--- src/rtl/div_share_ctrl_pkg.sv ---
// Shared types and constants for the divider-sharing controller.
// State encoding, divide-by-zero result and parameter defaults.
package div_share_ctrl_pkg;

   typedef enum logic [1:0] {
      IDLE    = 2'd0,
      ACCEPT  = 2'd1,
      ISSUE   = 2'd2,
      RESPOND = 2'd3
   } state_e;

   localparam int DEF_NUM_REQ = 2;
   localparam int DEF_WIDTH   = 16;
   localparam int DEF_TIMEOUT = 32;

   localparam int MAX_WIDTH = 64;
   localparam logic [MAX_WIDTH-1:0] DIV0_QUOT = '1;

   function automatic int idx_w(input int n);
      return (n > 1) ? $clog2(n) : 1;
   endfunction

endpackage

--- src/rtl/div_share_ctrl_if.sv ---
// Bundle of requester, response and divider channels.
// The controller uses slave; its environment uses master.
interface div_share_ctrl_if
   import div_share_ctrl_pkg::*;
#(
   parameter int NUM_REQ = DEF_NUM_REQ,
   parameter int WIDTH   = DEF_WIDTH
);

   logic [NUM_REQ*WIDTH-1:0] req_dividend;
   logic [NUM_REQ*WIDTH-1:0] req_divisor;
   logic [NUM_REQ-1:0]       req_stb;
   logic [NUM_REQ-1:0]       req_ack;

   logic [WIDTH-1:0]         rsp_quotient;
   logic [WIDTH-1:0]         rsp_modulo;
   logic                     rsp_err;
   logic [NUM_REQ-1:0]       rsp_stb;
   logic [NUM_REQ-1:0]       rsp_ack;

   logic [WIDTH-1:0]         div_dividend;
   logic [WIDTH-1:0]         div_divisor;
   logic                     div_stb;
   logic                     div_ack;
   logic [WIDTH-1:0]         div_quotient;
   logic [WIDTH-1:0]         div_modulo;

   logic                     busy;

   modport slave (
      input  req_dividend, req_divisor, req_stb,
      output req_ack,
      output rsp_quotient, rsp_modulo, rsp_err, rsp_stb,
      input  rsp_ack,
      output div_dividend, div_divisor, div_stb,
      input  div_ack, div_quotient, div_modulo,
      output busy
   );

   modport master (
      output req_dividend, req_divisor, req_stb,
      input  req_ack,
      input  rsp_quotient, rsp_modulo, rsp_err, rsp_stb,
      output rsp_ack,
      input  div_dividend, div_divisor, div_stb,
      output div_ack, div_quotient, div_modulo,
      input  busy
   );

endinterface

--- src/rtl/div_share_ctrl_rr_arbiter.sv ---
// Combinational round-robin picker: first request after last_i,
// searching upward with wrap.
module div_share_ctrl_rr_arbiter
   import div_share_ctrl_pkg::*;
#(
   parameter int NUM_REQ = DEF_NUM_REQ,
   parameter int IW      = idx_w(NUM_REQ)
) (
   input  logic [NUM_REQ-1:0] req_i,
   input  logic [IW-1:0]      last_i,
   output logic [IW-1:0]      grant_o,
   output logic               valid_o
);

   int          j_w;
   logic [IW-1:0] jj_w;

   // Walk from farthest to nearest so the nearest request wins.
   always_comb begin
      grant_o = last_i;
      valid_o = 1'b0;
      j_w     = 0;
      jj_w    = '0;
      for (int k = NUM_REQ; k >= 1; k--) begin
         j_w = int'(last_i) + k;
         if (j_w >= NUM_REQ) j_w = j_w - NUM_REQ;
         jj_w = IW'(j_w);
         if (req_i[jj_w]) begin
            grant_o = jj_w;
            valid_o = 1'b1;
         end
      end
   end

endmodule

--- src/rtl/div_share_ctrl.sv ---
// Shares one serial divider among NUM_REQ requesters, with
// round-robin grant, divide-by-zero guard and hang timeout.
module div_share_ctrl
   import div_share_ctrl_pkg::*;
#(
   parameter int NUM_REQ = DEF_NUM_REQ,
   parameter int WIDTH   = DEF_WIDTH,
   parameter int TIMEOUT = DEF_TIMEOUT
) (
   input  logic             clk,
   input  logic             rst,
   div_share_ctrl_if.slave  bus
);

   localparam int IW = idx_w(NUM_REQ);
   localparam int CW = idx_w(TIMEOUT);

   state_e             state_q;
   logic [IW-1:0]      grant_q;
   logic [IW-1:0]      last_q;
   logic [NUM_REQ-1:0] req_ack_q;
   logic [NUM_REQ-1:0] rsp_stb_q;
   logic [WIDTH-1:0]   quot_q;
   logic [WIDTH-1:0]   mod_q;
   logic               err_q;
   logic [WIDTH-1:0]   dvd_q;
   logic [WIDTH-1:0]   dvs_q;
   logic               div_stb_q;
   logic               busy_q;
   logic [CW-1:0]      cnt_q;

   logic [IW-1:0]      gnt_d;
   logic               gnt_vld_d;
   logic [NUM_REQ-1:0] gnt_oh_d;
   logic [NUM_REQ-1:0] cur_oh;
   logic [WIDTH-1:0]   dvd_arr [NUM_REQ];
   logic [WIDTH-1:0]   dvs_arr [NUM_REQ];
   logic [WIDTH-1:0]   opa;
   logic [WIDTH-1:0]   opb;

   for (genvar i = 0; i < NUM_REQ; i++) begin : g_op
      assign dvd_arr[i] = bus.req_dividend[i*WIDTH +: WIDTH];
      assign dvs_arr[i] = bus.req_divisor[i*WIDTH +: WIDTH];
   end

   assign opa      = dvd_arr[grant_q];
   assign opb      = dvs_arr[grant_q];
   assign gnt_oh_d = NUM_REQ'(1) << gnt_d;
   assign cur_oh   = NUM_REQ'(1) << grant_q;

   div_share_ctrl_rr_arbiter #(
      .NUM_REQ (NUM_REQ),
      .IW      (IW)
   ) u_arb (
      .req_i   (bus.req_stb),
      .last_i  (last_q),
      .grant_o (gnt_d),
      .valid_o (gnt_vld_d)
   );

   // Sequencer: grant, issue to divider, return result.
   always_ff @(posedge clk) begin
      if (rst) begin
         state_q   <= IDLE;
         grant_q   <= '0;
         last_q    <= IW'(NUM_REQ-1);
         req_ack_q <= '0;
         rsp_stb_q <= '0;
         quot_q    <= '0;
         mod_q     <= '0;
         err_q     <= 1'b0;
         dvd_q     <= '0;
         dvs_q     <= '0;
         div_stb_q <= 1'b0;
         busy_q    <= 1'b0;
         cnt_q     <= '0;
      end else begin
         unique case (state_q)
            IDLE: begin
               if (gnt_vld_d) begin
                  grant_q   <= gnt_d;
                  req_ack_q <= gnt_oh_d;
                  busy_q    <= 1'b1;
                  state_q   <= ACCEPT;
               end
            end
            ACCEPT: begin
               req_ack_q <= '0;
               if (!bus.req_stb[grant_q]) begin
                  busy_q  <= 1'b0;
                  state_q <= IDLE;
               end else begin
                  dvd_q <= opa;
                  dvs_q <= opb;
                  if (opb == '0) begin
                     quot_q    <= DIV0_QUOT[WIDTH-1:0];
                     mod_q     <= opa;
                     err_q     <= 1'b1;
                     rsp_stb_q <= cur_oh;
                     state_q   <= RESPOND;
                  end else begin
                     div_stb_q <= 1'b1;
                     cnt_q     <= '0;
                     state_q   <= ISSUE;
                  end
               end
            end
            ISSUE: begin
               if (bus.div_ack) begin
                  quot_q    <= bus.div_quotient;
                  mod_q     <= bus.div_modulo;
                  err_q     <= 1'b0;
                  div_stb_q <= 1'b0;
                  rsp_stb_q <= cur_oh;
                  state_q   <= RESPOND;
               end else if (cnt_q == CW'(TIMEOUT-1)) begin
                  quot_q    <= '0;
                  mod_q     <= '0;
                  err_q     <= 1'b1;
                  div_stb_q <= 1'b0;
                  rsp_stb_q <= cur_oh;
                  state_q   <= RESPOND;
               end else begin
                  cnt_q <= cnt_q + 1'b1;
               end
            end
            RESPOND: begin
               if (bus.rsp_ack[grant_q]) begin
                  rsp_stb_q <= '0;
                  last_q    <= grant_q;
                  busy_q    <= 1'b0;
                  state_q   <= IDLE;
               end
            end
            default: state_q <= IDLE;
         endcase
      end
   end

   assign bus.req_ack      = req_ack_q;
   assign bus.rsp_stb      = rsp_stb_q;
   assign bus.rsp_quotient = quot_q;
   assign bus.rsp_modulo   = mod_q;
   assign bus.rsp_err      = err_q;
   assign bus.div_dividend = dvd_q;
   assign bus.div_divisor  = dvs_q;
   assign bus.div_stb      = div_stb_q;
   assign bus.busy         = busy_q;

endmodule

--- src/flat_wrapper.sv ---
// flat-port wrapper written by rule: the top's interface ports become plain ports
module div_share_ctrl_flat import div_share_ctrl_pkg::*;
#(
   parameter int NUM_REQ = DEF_NUM_REQ,
   parameter int WIDTH   = DEF_WIDTH,
   parameter int TIMEOUT = DEF_TIMEOUT
)
  (clk, rst, bus_req_dividend, bus_req_divisor, bus_req_stb, bus_req_ack, bus_rsp_quotient, bus_rsp_modulo, bus_rsp_err, bus_rsp_stb, bus_rsp_ack, bus_div_dividend, bus_div_divisor, bus_div_stb, bus_div_ack, bus_div_quotient, bus_div_modulo, bus_busy);
  div_share_ctrl_if #(.NUM_REQ(NUM_REQ), .WIDTH(WIDTH)) bus_i ();
  input  logic clk;
  input  logic rst;
  input wire logic [$bits(bus_i.req_dividend)-1:0] bus_req_dividend;
  input wire logic [$bits(bus_i.req_divisor)-1:0] bus_req_divisor;
  input wire logic [$bits(bus_i.req_stb)-1:0] bus_req_stb;
  output wire logic [$bits(bus_i.req_ack)-1:0] bus_req_ack;
  output wire logic [$bits(bus_i.rsp_quotient)-1:0] bus_rsp_quotient;
  output wire logic [$bits(bus_i.rsp_modulo)-1:0] bus_rsp_modulo;
  output wire logic [$bits(bus_i.rsp_err)-1:0] bus_rsp_err;
  output wire logic [$bits(bus_i.rsp_stb)-1:0] bus_rsp_stb;
  input wire logic [$bits(bus_i.rsp_ack)-1:0] bus_rsp_ack;
  output wire logic [$bits(bus_i.div_dividend)-1:0] bus_div_dividend;
  output wire logic [$bits(bus_i.div_divisor)-1:0] bus_div_divisor;
  output wire logic [$bits(bus_i.div_stb)-1:0] bus_div_stb;
  input wire logic [$bits(bus_i.div_ack)-1:0] bus_div_ack;
  input wire logic [$bits(bus_i.div_quotient)-1:0] bus_div_quotient;
  input wire logic [$bits(bus_i.div_modulo)-1:0] bus_div_modulo;
  output wire logic [$bits(bus_i.busy)-1:0] bus_busy;
  assign bus_i.req_dividend = bus_req_dividend;
  assign bus_i.req_divisor = bus_req_divisor;
  assign bus_i.req_stb = bus_req_stb;
  assign bus_req_ack = bus_i.req_ack;
  assign bus_rsp_quotient = bus_i.rsp_quotient;
  assign bus_rsp_modulo = bus_i.rsp_modulo;
  assign bus_rsp_err = bus_i.rsp_err;
  assign bus_rsp_stb = bus_i.rsp_stb;
  assign bus_i.rsp_ack = bus_rsp_ack;
  assign bus_div_dividend = bus_i.div_dividend;
  assign bus_div_divisor = bus_i.div_divisor;
  assign bus_div_stb = bus_i.div_stb;
  assign bus_i.div_ack = bus_div_ack;
  assign bus_i.div_quotient = bus_div_quotient;
  assign bus_i.div_modulo = bus_div_modulo;
  assign bus_busy = bus_i.busy;
  div_share_ctrl #(.NUM_REQ(NUM_REQ), .WIDTH(WIDTH), .TIMEOUT(TIMEOUT)) u_core (.clk(clk), .rst(rst), .bus(bus_i));
endmodule
--- config.mk ---
export PLATFORM = sky130hd
export DESIGN_NAME = div_share_ctrl_flat
export DESIGN_NICKNAME = d
export VERILOG_FILES = /design/src/rtl/div_share_ctrl_pkg.sv /design/src/rtl/div_share_ctrl_if.sv /design/src/rtl/div_share_ctrl_rr_arbiter.sv /design/src/rtl/div_share_ctrl.sv /design/src/flat_wrapper.sv
export SDC_FILE = /design/constraint.sdc
export NUM_CORES = 1
export LEC_CHECK = 0
export BUFFER_PORTS_ARGS = -buffer_cell sky130_fd_sc_hd__buf_2
export CORE_ASPECT_RATIO = 1.25
export CORE_MARGIN = 1.5
export CORE_UTILIZATION = 50
export CTS_CLUSTER_DIAMETER = 60
export DETAILED_ROUTE_END_ITERATION = 8
export PLACE_DENSITY = 0.86
export SKIP_CTS_REPAIR_TIMING = 1
export SYNTH_ARGS = -nofsm -noshare
export SYNTH_HDL_FRONTEND = slang
export SYNTH_SLANG_ARGS = --single-unit
--- constraint.sdc ---
create_clock -name clk -period 4.1 [get_ports clk]
set_input_delay 0.41 -clock clk [delete_from_list [all_inputs] [get_ports clk]]
set_output_delay 0.41 -clock clk [all_outputs]
set_load 0.03 [all_outputs]
==> summary by stage <==
Job
The count of max-cap constraint violations is 0.

Setup path
Data on the critical path arrives at its endpoint at ~2700 ps. The worst reg2reg path endpoint is u_core.cnt_q[0]. The setup check on the worst reg-to-reg path leaves a slack of ~1600 ps. Counting cells, the worst reg-to-reg path comes to 6.

Along the worst path, the maximum fanout reaches 67. The worst setup path is launched from a register. The required arrival time at the worst endpoint is 4290 ps. The category of the most critical setup path is register to register. The sort of element at the end of the critical path is a register. In this run the critical register-to-register path is launched from u_core.grant_q.

Global routing
The met2 layer usage reported by global route is approximately 44%. Across every metal layer, demand over resource in global routing totals between 20% and 30%. The via count of the first global-routing pass was ~3.5k. The first global-routing pass estimated 15.7 mm of wire. The number of antenna violations at the first check in global routing was 0.

The total congestion overflow after global routing is 0. Global routing consumed, on the met3 layer, about 3.8% of the routing resources. The global routing stage identified its most utilized layer as met2. Entering global routing, the biggest net connects 100 pins. The global routing met1 resource utilization is between 20% and 30%.

Timing
Setup violations remaining at the end of the flow were counted as 0. Setup repair after global routing left no endpoint under its margin. Static timing analysis puts the maximum clock frequency at 394 MHz. The number of pins with negative max-slew slack in the final report is 0. Subtracting the final worst setup slack from the clock period gives around 2500 ps. The worst clock skew on the final layout is 12.0 ps. The max-slew headroom at the worst pin is 28.0%. The final sum of negative setup slack is 0 ps.

The number of hold violations in the final report is 0. On the final layout, the worst hold slack is between 300 and 400 ps. For the pin with the worst max-slew slack, the measured transition is approximately 1100 ps. After layout, the worst path uses around three fifths of the clock period.

Synth
Each instance of the synthesized netlist takes up on average slightly above 9 µm². The netlist area before placement is roughly 4000 µm². The register bit total from synthesis is 80.

When the netlist entered floorplanning its net count stood at 543. The fraction of registers with async set/reset is 0%. The number of library cell types mapped by synthesis is 35. Sequential elements use 40.4% of the synthesized area. The number of enable flip-flop cells after synthesis is 0. In the synthesized netlist, the number of instances is 438. The count of synthesis-stage warnings from yosys is 0. The dominant register cell in the synthesized netlist is dfxtp_1.

Detailed routing
After detailed routing, the number of remaining DRC violations is 0. The detailed router finished its first iteration with between 150 and 200 violations. Dividing the detail-routed via count by the number of cells gives roughly 5.5. Dividing the detail-routed wire length by the instance count gives 15.6 µm. Wires add up to 10.7 mm.

The post-route antenna net violation count is 0. The via count is 3812. The number of iterations in the first detailed-routing pass is 6.

Floorplan
The floorplan step set the die height to approximately 100 µm. The total die area is 8480 µm². The floorplan has 36 rows. The effective utilization at floorplan is between 50% and 60%.

The die outline width is around 83 µm. 174 I/O pins were placed. The core footprint is between 7000 and 8000 µm².

Power and ir drop
The static leakage power is 2.24 nW. In this run the power density over the cells is roughly 420 nW/µm². Overall power consumption after layout is estimated at between 0.002 and 0.0025 W.

IR analysis of the VDD net gives a maximum drop of around 0.00026 V.

Layout
Compared with the post-synthesis result, the final layout area differs by 26.5%. After the flow finishes, the layout carries non-filler instances totaling around 690. For this run, the share of the core covered by cells in the final layout is about two thirds.

The share of post-route cells with drive strength above 1 is 39.4%. The fill cell total of the finished layout is 663. For this run, the post-layout net count is around 690. The total inserted antenna cells is 0.

CTS
The clock passes through at most 2 buffers. The number of buffers inserted during clock tree synthesis is 9. The total number of H-tree levels is 3. The worst-skew pair later-pin latency is approximately 360 ps.

The CTS sink count is 80. TritonCTS built the clock tree. After clock tree synthesis, the clock-pin slew on the worst setup and hold paths is around 100 ps. CTS placed an instance of clkbuf_8 at the clock tree root.

Status
The run finished with clean final reports.

Worst hold path
The cell depth of the worst hold path is 3. The worst hold path terminates at u_core.bus.rsp_quotient[15]. In this run the most critical hold path is launched from bus_div_quotient[15]. The worst hold path class is input port to register.

Placed design
The HPWL reported at the end of detailed placement is slightly below 8 mm. Port buffering added 173 buffers. The final weighted congestion of routability-driven global placement is around 0.9. In this run, placement finished with an instance count of ~670.
==> power by group <==
group	internal (W)	switching, W	leakage, nW	total [W]
Clock	0.000288	0.000312	0.101	0.000600
Sequential	0.000853	0.0000484	0.655	0.000901
Combinational	0.000223	0.000372	1.48	0.000595
==> Yosys cell counts (3+ instances only) <==
cell type,count,area (µm²)
mux2i_1,38,380
a21oi_1,9,45.0
inv_1,18,67.6
o21ai_0,5,25.0
nor3_1,8,40.0
buf_2,14,70.1
a211oi_1,35,263
dfxtp_1,80,1600
buf_1,4,15.0
mux2_2,4,45.0
buf_6,3,33.8
clkbuf_1,16,60.1
nor4_1,8,50.1
nand2b_1,5,31.3
nor2b_1,20,125
a31oi_1,16,100
nand2_1,27,101
mux2_4,13,195
a221oi_2,17,255
nor2_1,79,297
==> final cells by class <==
class / instances / area (µm²) / share of cell area, %
multi-input combinational: 303 / 2130 / 42.4
sequential: 80 / 1600 / 31.9
timing repair buffer: 177 / 898 / 17.9
clock buffer: 9 / 124 / 2.47
tap: 95 / 119 / 2.37
clock inverter: 7 / 77.6 / 1.55
inverter: 18 / 67.6 / 1.35
==> registers in the layout, summed over array words and instances (netlist names), 2 cells and up, named ones only <==
name	cells
u_core.bus.div_divisor	16
u_core.bus.div_dividend	16
u_core.bus.rsp_quotient	16
u_core.bus.rsp_modulo	16
u_core.bus.req_ack	2
u_core.bus.rsp_stb	2
u_core.cnt_q	5
==> worst max-delay path, stage by stage, from the launching register on <==
cell and delay, ps:
dfxtp_2 690, mux2i_1 280, nor2_4 180, buf_4 530
nor2_1 140, nor3_2 400, a211oi_1 140
==> how the worst max path moves through the flow <==
| stage | start | endpoint | slack (ps) | cells after the start |
|---|---|---|---|---|
| after detailed placement | u_core.grant_q | u_core.cnt_q[0] | 1570 | 6 |
| after global routing | u_core.grant_q | u_core.cnt_q[0] | 1310 | 6 |
| final | u_core.grant_q | u_core.cnt_q[0] | 1560 | 6 |
| after global placement | u_core.cnt_q[0] | u_core.bus.rsp_modulo[2] | 1690 | 8 |
| after floorplan | u_core.cnt_q[0] | u_core.bus.rsp_quotient[7] | 2130 | 7 |
| after CTS | u_core.grant_q | u_core.cnt_q[0] | 1550 | 6 |
==> through the flow <==
step	instance area (µm²)	setup WS, ps
after floorplan	3970	2130
after global placement	4820	1690
after detailed placement	4820	1570
after CTS	5020	1550
after global routing	5020	1310
final	5020	1560
==> routing by layer <==
metal | up-vias | routed length (µm)
met2 | 159 | 5470
li1 | 1863 | -
met4 | 0 | 397
met1 | 1762 | 4190
met5 | - | 0
met3 | 28 | 658
==> kinds of logic after synthesis <==
kind of cell	share of synthesized area (%)
buf+inv	6.21
flops	40.4
mux	15.6
fa+ha+maj	0.631
compound gates	19.2
simple gates	17.9
==> cell usage in the layout, fill, tap and decap left out, drive strengths merged, types with 2 or more instances in the layout <==
master	n
nand3	2
nand4	2
nor3	9
mux2	17
clkinv	2
and2	2
buf	177
nand2b	5
a21oi	9
clkbuf	9
ha	2
dfxtp	80
a221oi	17
inv	21
nor2	80
mux2i	38
nor4	8
o21ai	5
a211oi	35
nor2b	20
nand2	27
a31oi	16
Power figures use the tool's default switching activity.
